File: src/rtl/crop_writer.sv
// Captures the in-box pixels of one raster frame and packs them, raster order from
// address 0, into a crop BRAM write port. Optional macro: CROP_WRITER_DECIMATE2_EN.
module crop_writer #(
    parameter int WIDTH      = 240,
    parameter int HEIGHT     = 320,
    parameter int CROP_DEPTH = 4096,
    localparam int AW = $clog2(CROP_DEPTH),
    localparam int XW = $clog2(WIDTH),
    localparam int YW = $clog2(HEIGHT)
) (
    input  logic          clk_in,
    input  logic          rst_in,
    input  logic          start_in,
    input  logic [XW-1:0] left_edge,
    input  logic [XW-1:0] right_edge,
    input  logic [YW-1:0] top_edge,
    input  logic [YW-1:0] bot_edge,
    input  logic [XW-1:0] hcount_in,
    input  logic [YW-1:0] vcount_in,
    input  logic          valid_in,
    input  logic [15:0]   pixel_in,
    output logic [AW-1:0] wr_addr_out,
    output logic [15:0]   wr_data_out,
    output logic          wr_en_out,
    output logic          busy_out,
    output logic          done_out,
    output logic          error_out,
    output logic          overflow_out,
    output logic [XW:0]   crop_w_out,
    output logic [YW:0]   crop_h_out
);

    typedef enum logic [1:0] {
        S_IDLE    = 2'd0,
        S_ARMED   = 2'd1,
        S_CAPTURE = 2'd2,
        S_FINISH  = 2'd3
    } state_t;

    localparam logic [AW:0] DEPTH_L = (AW+1)'(CROP_DEPTH);

    function automatic logic in_box(input logic [XW-1:0] h, input logic [XW-1:0] lo_h,
                                    input logic [XW-1:0] hi_h, input logic [YW-1:0] v,
                                    input logic [YW-1:0] lo_v, input logic [YW-1:0] hi_v);
        return (h >= lo_h) && (h <= hi_h) && (v >= lo_v) && (v <= hi_v);
    endfunction

    state_t        state_r, state_s;
    logic [XW-1:0] left_r, right_r;
    logic [YW-1:0] top_r, bot_r;
    logic [AW:0]   ptr_r;
    logic [AW-1:0] wr_addr_r;
    logic [15:0]   wr_data_r;
    logic          wr_en_r, busy_r, done_r, error_r, overflow_r;
    logic [XW:0]   crop_w_r, crop_w_s, w_span_s;
    logic [YW:0]   crop_h_r, crop_h_s, h_span_s;

    logic frame_start_s, start_ok_s, start_acc_s, eval_s, abort_s;
    logic keep_s, take_s, last_s, wr_s, ovf_s;
    logic busy_s, done_s, error_s;

    // Beat classification against the latched box.
    always_comb begin
        frame_start_s = valid_in && (hcount_in == {XW{1'b0}}) && (vcount_in == {YW{1'b0}});
        start_ok_s    = (right_edge >= left_edge) && (bot_edge >= top_edge);
        start_acc_s   = (state_r == S_IDLE) && start_in && start_ok_s;
        // The frame-start beat that arms the capture is itself a capture pixel.
        eval_s  = ((state_r == S_ARMED) && frame_start_s) ||
                  ((state_r == S_CAPTURE) && valid_in && !frame_start_s);
        abort_s = (state_r == S_CAPTURE) && frame_start_s;
`ifdef CROP_WRITER_DECIMATE2_EN
        keep_s = !(hcount_in[0] ^ left_r[0]) && !(vcount_in[0] ^ top_r[0]);
`else
        keep_s = 1'b1;
`endif
        take_s = eval_s && keep_s && in_box(hcount_in, left_r, right_r, vcount_in, top_r, bot_r);
        last_s = eval_s && (hcount_in == right_r) && (vcount_in == bot_r);
        wr_s   = take_s && (ptr_r < DEPTH_L);
        ovf_s  = take_s && !(ptr_r < DEPTH_L);
    end

    // State register.
    always_ff @(posedge clk_in or negedge rst_in) begin
        if (!rst_in) begin
            state_r <= S_IDLE;
        end else begin
            state_r <= state_s;
        end
    end

    // Next-state logic.
    always_comb begin
        state_s = state_r;
        case (state_r)
            S_IDLE: begin
                if (start_acc_s) state_s = S_ARMED;
                else             state_s = S_IDLE;
            end
            S_ARMED: begin
                if (frame_start_s) state_s = last_s ? S_FINISH : S_CAPTURE;
                else               state_s = S_ARMED;
            end
            S_CAPTURE: begin
                if (abort_s)     state_s = S_IDLE;
                else if (last_s) state_s = S_FINISH;
                else             state_s = S_CAPTURE;
            end
            S_FINISH: state_s = S_IDLE;
            default:  state_s = S_IDLE;
        endcase
    end

    // Output decode; values are registered one cycle later alongside the write.
    always_comb begin
        busy_s   = (state_s == S_ARMED) || (state_s == S_CAPTURE);
        done_s   = (state_s == S_FINISH);
        error_s  = ((state_r == S_IDLE) && start_in && !start_ok_s) || abort_s;
        w_span_s = {1'b0, right_edge} - {1'b0, left_edge};
        h_span_s = {1'b0, bot_edge} - {1'b0, top_edge};
`ifdef CROP_WRITER_DECIMATE2_EN
        crop_w_s = {1'b0, w_span_s[XW:1]} + {{XW{1'b0}}, 1'b1};
        crop_h_s = {1'b0, h_span_s[YW:1]} + {{YW{1'b0}}, 1'b1};
`else
        crop_w_s = w_span_s + {{XW{1'b0}}, 1'b1};
        crop_h_s = h_span_s + {{YW{1'b0}}, 1'b1};
`endif
    end

    // Box latch, write pointer and crop dimensions.
    always_ff @(posedge clk_in or negedge rst_in) begin
        if (!rst_in) begin
            left_r     <= {XW{1'b0}};
            right_r    <= {XW{1'b0}};
            top_r      <= {YW{1'b0}};
            bot_r      <= {YW{1'b0}};
            ptr_r      <= {(AW+1){1'b0}};
            crop_w_r   <= {(XW+1){1'b0}};
            crop_h_r   <= {(YW+1){1'b0}};
            overflow_r <= 1'b0;
        end else begin
            if ((state_r == S_IDLE) && start_in) begin
                left_r  <= left_edge;
                right_r <= right_edge;
                top_r   <= top_edge;
                bot_r   <= bot_edge;
            end
            if (start_acc_s) begin
                ptr_r      <= {(AW+1){1'b0}};
                crop_w_r   <= crop_w_s;
                crop_h_r   <= crop_h_s;
                overflow_r <= 1'b0;
            end else begin
                if (wr_s)  ptr_r      <= ptr_r + {{AW{1'b0}}, 1'b1};
                if (ovf_s) overflow_r <= 1'b1;
            end
        end
    end

    // Registered write port and status pulses.
    always_ff @(posedge clk_in or negedge rst_in) begin
        if (!rst_in) begin
            wr_en_r   <= 1'b0;
            wr_addr_r <= {AW{1'b0}};
            wr_data_r <= 16'h0000;
            busy_r    <= 1'b0;
            done_r    <= 1'b0;
            error_r   <= 1'b0;
        end else begin
            wr_en_r <= wr_s;
            if (wr_s) begin
                wr_addr_r <= ptr_r[AW-1:0];
                wr_data_r <= pixel_in;
            end
            busy_r  <= busy_s;
            done_r  <= done_s;
            error_r <= error_s;
        end
    end

    assign wr_addr_out  = wr_addr_r;
    assign wr_data_out  = wr_data_r;
    assign wr_en_out    = wr_en_r;
    assign busy_out     = busy_r;
    assign done_out     = done_r;
    assign error_out    = error_r;
    assign overflow_out = overflow_r;
    assign crop_w_out   = crop_w_r;
    assign crop_h_out   = crop_h_r;

endmodule

File: config.mk
export PLATFORM = sky130hd
export DESIGN_NAME = crop_writer
export DESIGN_NICKNAME = d
export VERILOG_FILES = /design/src/rtl/crop_writer.sv
export SDC_FILE = /design/constraint.sdc
export NUM_CORES = 1
export LEC_CHECK = 0
export ABC_CLOCK_PERIOD_IN_PS = 2860
export CORE_MARGIN = 2
export CORE_UTILIZATION = 58
export CTS_CLUSTER_SIZE = 14
export DETAILED_ROUTE_END_ITERATION = 12
export DONT_BUFFER_PORTS = 1
export PLACE_DENSITY = 0.76
export SYNTH_ARGS = -nofsm -noshare
export SYNTH_HDL_FRONTEND = slang
export SYNTH_SLANG_ARGS = --single-unit
export TNS_END_PERCENT = 30
File: constraint.sdc
create_clock -name clk_in -period 2.86 [get_ports clk_in]
set_input_delay 0.429 -clock clk_in [delete_from_list [all_inputs] [get_ports clk_in]]
set_output_delay 0.429 -clock clk_in [all_outputs]
set_load 0.005 [all_outputs]
# After elaboration in Yosys (flattened, before gate mapping)
# Index checks and enable logic that the tools add are counted.
dict set report word_totals {
  register_bits 101
  input_bits 71
  out_inout_bits 52
  word_cells 73
}
dict set report op_classes {
  addsub 5
  n_lt_le_gt_ge 7
  eq_ne 8
  n_mux 9
  n_reduce_logical 29
}
# op n
set ops {}
lappend ops {{13-bit two-way mux} 2}
lappend ops {{9-bit >= comparator} 2}
lappend ops {{1-bit logical AND} 18}
lappend ops {{8-bit >= comparator} 2}
lappend ops {{13-bit by 1-bit adder with 13-bit output, second input constant} 1}
lappend ops {{13-bit < comparator, second input constant} 1}
lappend ops {{10-bit by 1-bit adder with 10-bit output, second input constant} 1}
lappend ops {{9-bit by 9-bit subtractor with 10-bit output} 1}
lappend ops {{9-bit by 1-bit adder with 9-bit output, second input constant} 1}
lappend ops {{9-bit equality test} 1}
lappend ops {{9-bit less-or-equal comparator} 1}
lappend ops {{9-bit logical NOT} 1}
lappend ops {{8-bit by 8-bit subtractor with 9-bit output} 1}
lappend ops {{2-bit equality test, second input constant} 4}
lappend ops {{8-bit equality test} 1}
lappend ops {{8-bit less-or-equal comparator} 1}
lappend ops {{8-bit logical NOT} 1}
lappend ops {{2-bit case mux with 4 select lines} 1}
lappend ops {{2-bit by 1-bit equality test with 1-bit output, second input constant} 2}
lappend ops {{1-bit two-way mux} 4}
lappend ops {{2-bit two-way mux} 2}
lappend ops {{2-bit nonzero test} 2}
lappend ops {{1-bit logical NOT} 3}
lappend ops {{1-bit logical OR} 3}
lappend ops {{2-bit logical NOT} 1}

# Longest topological paths before layout
# Gate-level depths: netlist of run 1.
dict set report depth {
  depth_word 13
  depth_mapped 13
  depth_no_buf 13
}

# Worst setup path after synthesis of run 1
# OpenSTA, ideal clock, no wires.
dict set report synth_path {
  path_kind {input-to-reg}
  from {input port vcount_in[6]}
  to {register ptr_r[6]}
  setup_ps 126
  arrival_time_ps 2659
  required_time_ps 2734
  setup_slack_ps 75
  stages 9
  n_path_buf 1
  cell_sequence {ha_1 > nand3_1 > o221ai_1 > a221oi_1 > or4b_1 > or4b_4 > nor2b_4 > buf_6 > a221o_1}
}
dict set report synth_between {
  elab_chain_len 8
  elab_cells_between_ends 13
  classes_between {2 x order compare; 11 x reduce/logical}
}
# item line
set synth_rtl {}
lappend synth_rtl {{from (decl)} 19} ;# input logic [YW-1:0] vcount_in,
lappend synth_rtl {{parallel branches: the longest is 5 deep, another holds 9-bit >= comparator} --}
lappend synth_rtl {{1-bit logical AND *} 76} ;# take_s = eval_s && keep_s && in_box(hcount_in, left_r, right_r, vcount_in, top_r, bot_r);
lappend synth_rtl {{1-bit logical AND *} 78} ;# wr_s = take_s && (ptr_r < DEPTH_L);
lappend synth_rtl {{2-bit nonzero test (no line) *} --}
lappend synth_rtl {{to (signal assigned)} 136} ;# ptr_r <= {(AW+1){1'b0}};
lappend synth_rtl {{to (signal assigned)} 148} ;# ptr_r <= {(AW+1){1'b0}};
lappend synth_rtl {{to (signal assigned)} 153} ;# if (wr_s) ptr_r <= ptr_r + {{AW{1'b0}}, 1'b1};
lappend synth_rtl {{to (decl)} 51} ;# logic [AW:0] ptr_r;
# Every way passes the cells marked *.
# A chain may end at the register's enable or synchronous reset.

# Worst setup path after layout of run 1
dict set report layout_path {
  from {register bot_r[6]}
  to {register ptr_r[9]}
}
dict set report layout_between {
  elab_chain_len 5
}
# item line
set layout_rtl {}
lappend layout_rtl {{from (decl)} 50} ;# logic [YW-1:0] top_r, bot_r;
lappend layout_rtl {{from (signal assigned)} 135} ;# bot_r <= {YW{1'b0}};
lappend layout_rtl {{from (signal assigned)} 145} ;# bot_r <= bot_edge;
lappend layout_rtl {{9-bit less-or-equal comparator} 45} ;# return (h >= lo_h) && (h <= hi_h) && (v >= lo_v) && (v <= hi_v);
lappend layout_rtl {{1-bit logical AND} 45}
lappend layout_rtl {{1-bit logical AND} 76}
lappend layout_rtl {{1-bit logical AND} 78}
lappend layout_rtl {{2-bit nonzero test (no line)} --}
# Every way passes these cells.

==> results.toml, run 1 <==
[grt]
use_met2 = 0.390
grt_pass1_wl_um = 20700
grt_max_degree = 102
use_met3 = 0.0563
grt_overflow_total = 0
grt_use_total = 0.236
antenna_found_initial = 0
grt_pass1_vias = 4140
grt_use_met1 = 0.296
gr-max-usage-layer = "met2"

[setup_path]
end_kind = "flop"
start_kind = "flop"
cp.arrival_ns = 3.24
slowest_stage = "or4b_4"
ff2ff_path_depth = 10
r2r-end = "ptr_r[9]$_DFFE_PN0P_"
path_cells = "inv_1 -> ha_1 -> a211oi_1 -> nor2_1 -> o41ai_1 -> buf_4 -> or4b_4 -> clkbuf_16 -> nor3_1 -> a211o_1"
reg2reg_from = "bot_r[6]$_DFFE_PN0P_"
critPathKind = "flop to flop"
worstPathRequired_ns = 3.17
critPathMaxStageDelay_ns = 0.57
rrSetupSlack_ns = -0.07
cp_max_fo = 15

[routing]
viasPerCell = 5.77
dr.pass1.iters = 4
postRouteAntennaNets = 0
drt_iter0_drc = 143
drc_errors = 0
wire_per_inst_um = 18.0
vias = 4151
wl_um = 13000

[yosys]
synth_mux_area_frac = 0.101
synth_nets = 721
synth.avg_cell_area_um2 = 10.6
synth_xor_area_frac = 0.0189
ys_ff_latch = 101
synth_warnings = 0
synth_top_area_frac = 0.420
seq_area_frac_synth = 0.420
synth_top_family_by_area = "adder cells"
synth_top_area_cell = "dfrtp_1"
synth-adder-area-share = 0.176
synth-compound-area-share = 0.104
yosysUniqueCellTypes = 48
syn_inst = 570
netlist_area_um2 = 6020
synth_area_leaders = "dfrtp_1 (42%), ha_1 (15%), mux2_4 (6.2%), inv_1 (4.3%), nand2_1 (3.4%)"
yosys.area_share.simple = 0.118

[sta]
tightest_slew_ns = 0.549
drv_slew = 0
fin_ws_ns = -0.0750
maxSlewHeadroom = 0.634
max_freq_ghz = 0.341
rsz0062_at_grt = "yes"
fin_crit_sh = 1.03
finalSetupViolations = 18
fin_worst_skew_ns = 0.0119
hold_viol_final = 0
fin_setup_tns_ns = -0.400
fin_crit_ns = 2.93

[job]
max-cap-violations = 0

[layout]
layout_commonest_cell = "dfrtp_1"
area_delta_synth_final_pct = 9.89
nNetsFinal = 729
diodes = 0
post_route_cells_drive_above_1_share = 0.142
fin_util = 0.650
fillers = 790
mostFrequentLayoutCells = "dfrtp_1 (101), ha_1 (68), inv_1 (65)"

[cts]
postCtsSetupBuffers = 0
path_clk_slew_ns = 0.10
clkSinkCount = 101
clk_latency_ns = 0.37
htree_levels = 3
cts_buffers = 9
cts_root_buffer = "clkbuf_8"
cts_tree = "built"
cts_buffer_depth = 2

[die]
fp.dieW_um = 106
coreArea_um2 = 10200
pin_count = 123
die_area_um2 = 11200
rows = 37
start_util = 0.591
die_height_um = 106

[outcome]
outcome = "finished with violations"
violations = "setup timing"

[worst_hold_path]
hold_depth = 2
hp-start = "left_edge[3]"
hold_path_class = "primary input to flop"
hold_end = "left_r[3]$_DFFE_PN0P_"

[power]
total_power_w = 0.00443
power_density_nw_per_um2 = 670
p_leak_nw = 3.34
peakVddDrop_mv = 0.379

[place]
dp_hpwl_um = 9500
dp_slack_ns = -0.0396
place_congestion = 0.877
numPortBuffers = 0
synth_stat cells, drive strengths merged:
master and number:
a211oi 2, a31oi 2, or4b 2, nor2 25
and3 2, a22o 2, clkbuf 10, mux2i 2
a221o 2, xnor2 8, dfrtp 101, xor2 5
a21o 9, a21oi 23, or3 2, a221oi 1
nand2b 2, nor3b 10, o21ai 41, ha 72
nand2 55, o221ai 1, a31o 1, o211ai 1
o41a 1, inv 70, o41ai 1, mux2 44
o21bai 2, and4 1, a211o 8, nor2b 9
fa 8, a41oi 3, o211a 1, nand4 5
or4 1, nor3 13, buf 6, nand3 12
nor4 4
logic make-up (layout without fill, tap and decap cells):
| group | count (synthesis) | count (layout) |
|---|---|---|
| AO/OA/AOI/OAI | 101 | 101 |
| XOR/XNOR | 13 | 13 |
| adder cells (fa/ha/maj) | 80 | 80 |
| buffers and inverters | 86 | 98 |
| flip-flops | 101 | 101 |
| multiplexers | 46 | 46 |
| AND/OR/NAND/NOR | 143 | 144 |
flip-flops by register name (all words and copies together), names as in the netlist:
register,cells
error_out,1
wr_addr_out,12
done_out,1
crop_h_out,10
top_r,9
left_r,8
wr_en_out,1
right_r,8
busy_out,1
wr_data_out,16
overflow_out,1
crop_w_out,9
state_r,2
bot_r,9
ptr_r,13
report_power, final:
part	switching, W	internal [W]
combinational	0.000778	0.000622
sequential	0.000203	0.00180
clock	0.000506	0.000521
layer usage:
layer,wire [µm],up-vias
met2,6490,122
met1,5370,2026
li1,-,1982
met3,796,21
met4,305,0
met5,0,-
metrics by stage:
stage	cell area, µm²	hold slack (ns)	std cells
after floorplan	6020	0.133	570
after global placement	6180	0.136	698
after detailed placement	6180	0.135	698
after CTS	6440	0.156	716
after global routing	6620	0.167	719
final	6620	0.169	719
how the worst max path moves through the flow:
stage	start	endpoint	slack [ns]	depth (start not counted)
final	bot_r[6]$_DFFE_PN0P_	ptr_r[9]$_DFFE_PN0P_	-0.07	10
after global routing	bot_r[6]$_DFFE_PN0P_	ptr_r[9]$_DFFE_PN0P_	-0.19	10
after CTS	top_r[6]$_DFFE_PN0P_	wr_data_out[5]$_DFFE_PN0P_	0.01	9
after detailed placement	vcount_in[6]	wr_data_out[5]$_DFFE_PN0P_	-0.04	8
after global placement	vcount_in[6]	wr_data_out[13]$_DFFE_PN0P_	0.02	8
after floorplan	vcount_in[6]	ptr_r[6]$_DFFE_PN0P_	0.08	9
worst max-delay path, delay by kind of cell, from the launching register on:
| kind | cells | cell delay, ns |
|---|---|---|
| simple gates | 3 | 0.91 |
| compound gates | 3 | 0.85 |
| buf+inv | 3 | 0.49 |
| flops | 1 | 0.37 |
| fa+ha+maj | 1 | 0.25 |
repair_timing:
item,CTS,global route
endpoints found under the hold margin,101,0
resized for setup,0,22
setup endpoints to repair,0,39
hold buffers,2,0
cell type report:
| class | count | area, µm² | area share |
|---|---|---|---|
| Clock buffer | 11 | 141 | 0.0214 |
| Clock inverter | 5 | 82.6 | 0.0125 |
| Inverter | 70 | 263 | 0.0397 |
| Multi-Input combinational cell | 384 | 3250 | 0.491 |
| Sequential cell | 101 | 2530 | 0.382 |
| Tap cell | 136 | 170 | 0.0257 |
| Timing Repair Buffer | 12 | 185 | 0.0280 |
Note: power is estimated with default switching activity, not from simulation.
==> run 2, diff against run 1 <==
- CORE_MARGIN: 2 -> not set
- GPL_ROUTABILITY_DRIVEN: not set -> 0
- RECOVER_POWER: not set -> 100
==> run 2 against run 1 <==
The run now ends clean. Critical path depth shrank 1. First-iteration DRC count grew 50%. Clock-buffer cell count rose by 2. Fmax is 3.4% higher. Worst hold slack gained 0.0030 ns. Wire length shrank 2.5%. Critical path type unchanged.
==> results.toml, run 2 (synthesis gave the netlist of run 1 again) <==
[grt]
grt_pass1_wl_um = 20200
gr-max-usage-layer = "met2"
grt_use_total = 0.236
use_met2 = 0.396
antenna_found_initial = 0
grt_overflow_total = 0
grt_max_degree = 102
use_met3 = 0.0689
grt_pass1_vias = 4173
grt_use_met1 = 0.293

[routing]
viasPerCell = 5.68
wl_um = 12600
postRouteAntennaNets = 0
wire_per_inst_um = 17.6
drc_errors = 0
dr.pass1.iters = 5
vias = 4067
drt_iter0_drc = 214

[die]
pin_count = 123
die_area_um2 = 10800
die_height_um = 104
start_util = 0.608
coreArea_um2 = 9910
fp.dieW_um = 104
rows = 36

[layout]
mostFrequentLayoutCells = "dfrtp_1 (101), ha_1 (69), inv_1 (67)"
diodes = 0
nNetsFinal = 729
post_route_cells_drive_above_1_share = 0.134
layout_commonest_cell = "dfrtp_1"
area_delta_synth_final_pct = 9.33
finalNonFillerCells = 716
largest_reg_flops = 16

[sta]
fin_crit_ns = 2.84
hold_viol_final = 0
tightest_slew_ns = 1.38
max_freq_ghz = 0.352
maxSlewHeadroom = 0.0824
drv_slew = 0
timing.hold.ws_ns = 0.172
finalSetupViolations = 0
fin_crit_sh = 0.992
rsz0062_at_grt = "yes"
fin_ws_ns = 0.0229
fin_worst_skew_ns = 0.00993

[cts]
cts_root_buffer = "clkbuf_8"
htree_levels = 3
path_clk_slew_ns = 0.09
cts_buffers = 9
clkSinkCount = 101
cts_tree = "built"
cts_buffer_depth = 2
clk_latency_ns = 0.37

[power]
peakVddDrop_mv = 0.447
power_density_nw_per_um2 = 671
p_leak_nw = 3.33

[place]
dp_slack_ns = -0.0267
dp_hpwl_um = 9210
place_inst = 694
numPortBuffers = 0

[setup_path]
end_kind = "flop"
cp_max_fo = 11
path_cells = "inv_1 -> ha_1 -> nand3_4 -> o221ai_2 -> a221oi_2 -> or4b_1 -> or4b_4 -> clkbuf_16 -> mux2_4"
cp.arrival_ns = 3.10
start_kind = "flop"
critPathMaxStageDelay_ns = 0.64
slowest_stage = "or4b_4"
worstPathRequired_ns = 3.12
critPathKind = "flop to flop"

[job]
max-cap-violations = 0

[outcome]
outcome = "finished, final reports clean"

[worst_hold_path]
hold_path_class = "primary input to flop"
[run 2: changes by cell type in the layout (fill, tap and decap cells not counted), moves of 2 or more]
cell | previous run | this run
nor3_1 | 10 | 12
inv_2 | 5 | 3
buf_12 | 3 | 1
inv_1 | 65 | 67
nor3_2 | 2 | 0
[run 2: report_power, final]
part | internal, W | switching [W]
Combinational | 0.000622 | 0.000775
Sequential | 0.00180 | 0.000193
Clock | 0.000542 | 0.000483
Total | 0.00297 | 0.00145
[run 2: final cells by class]
type | instances | area, µm²
fill | 739 | 3330
timing repair buffer | 12 | 161
sequential | 101 | 2530
tap | 133 | 166
multi-input combinational | 384 | 3240
clock inverter | 3 | 67.6
inverter | 70 | 263
clock buffer | 13 | 159
[run 2: final timing paths]
kind | startpoint | endpoint | slack (ns) | depth (start not counted)
min | left_edge[2] | left_r[2]$_DFFE_PN0P_ | 0.17 | 2
max | top_r[5]$_DFFE_PN0P_ | wr_data_out[4]$_DFFE_PN0P_ | 0.02 | 9
min reg2reg | crop_w_out[2]$_DFFE_PN0P_ | crop_w_out[2]$_DFFE_PN0P_ | 0.52 | 1
max in group asynchronous | rst_in | crop_h_out[7]$_DFFE_PN0P_ | 1.01 | 2
max reg2reg | top_r[5]$_DFFE_PN0P_ | wr_data_out[4]$_DFFE_PN0P_ | 0.02 | 9
min in group asynchronous | rst_in | crop_w_out[3]$_DFFE_PN0P_ | 0.98 | 2
[run 2: routing by layer]
metal,wire [µm],up-vias
met5,0,-
met4,153,0
met3,809,13
met2,6260,111
met1,5410,1971
li1,-,1972
[run 2: through the flow]
stage	setup TNS (ns)	power, W	cell area [µm²]	utilization
floorplan	0	0.00295	6020	-
global placement	0	0.00320	6170	0.623
detailed placement	-0.324	0.00329	6170	0.623
CTS	0	0.00436	6430	0.649
global route	-1.44	0.00476	6580	0.664
finish	0	0.00442	6580	0.664
[run 2: repair_timing]
item / CTS / global route
setup buffers: 0 / 0
endpoints found under the hold margin: 101 / 0
endpoints found under the setup margin: 0 / 40
hold buffers: 2 / 0
resized for setup: 0 / 18
[run 2: worst max-delay path: cells and delay by family (launching register included)]
family	cells	cell delay, ns
and+or+nand+nor	3	1.25
DFF	1	0.33
adders and majority gates	1	0.31
muxes	1	0.30
buffers and inverters	2	0.28
AOI/OAI and AO/OA	2	0.25
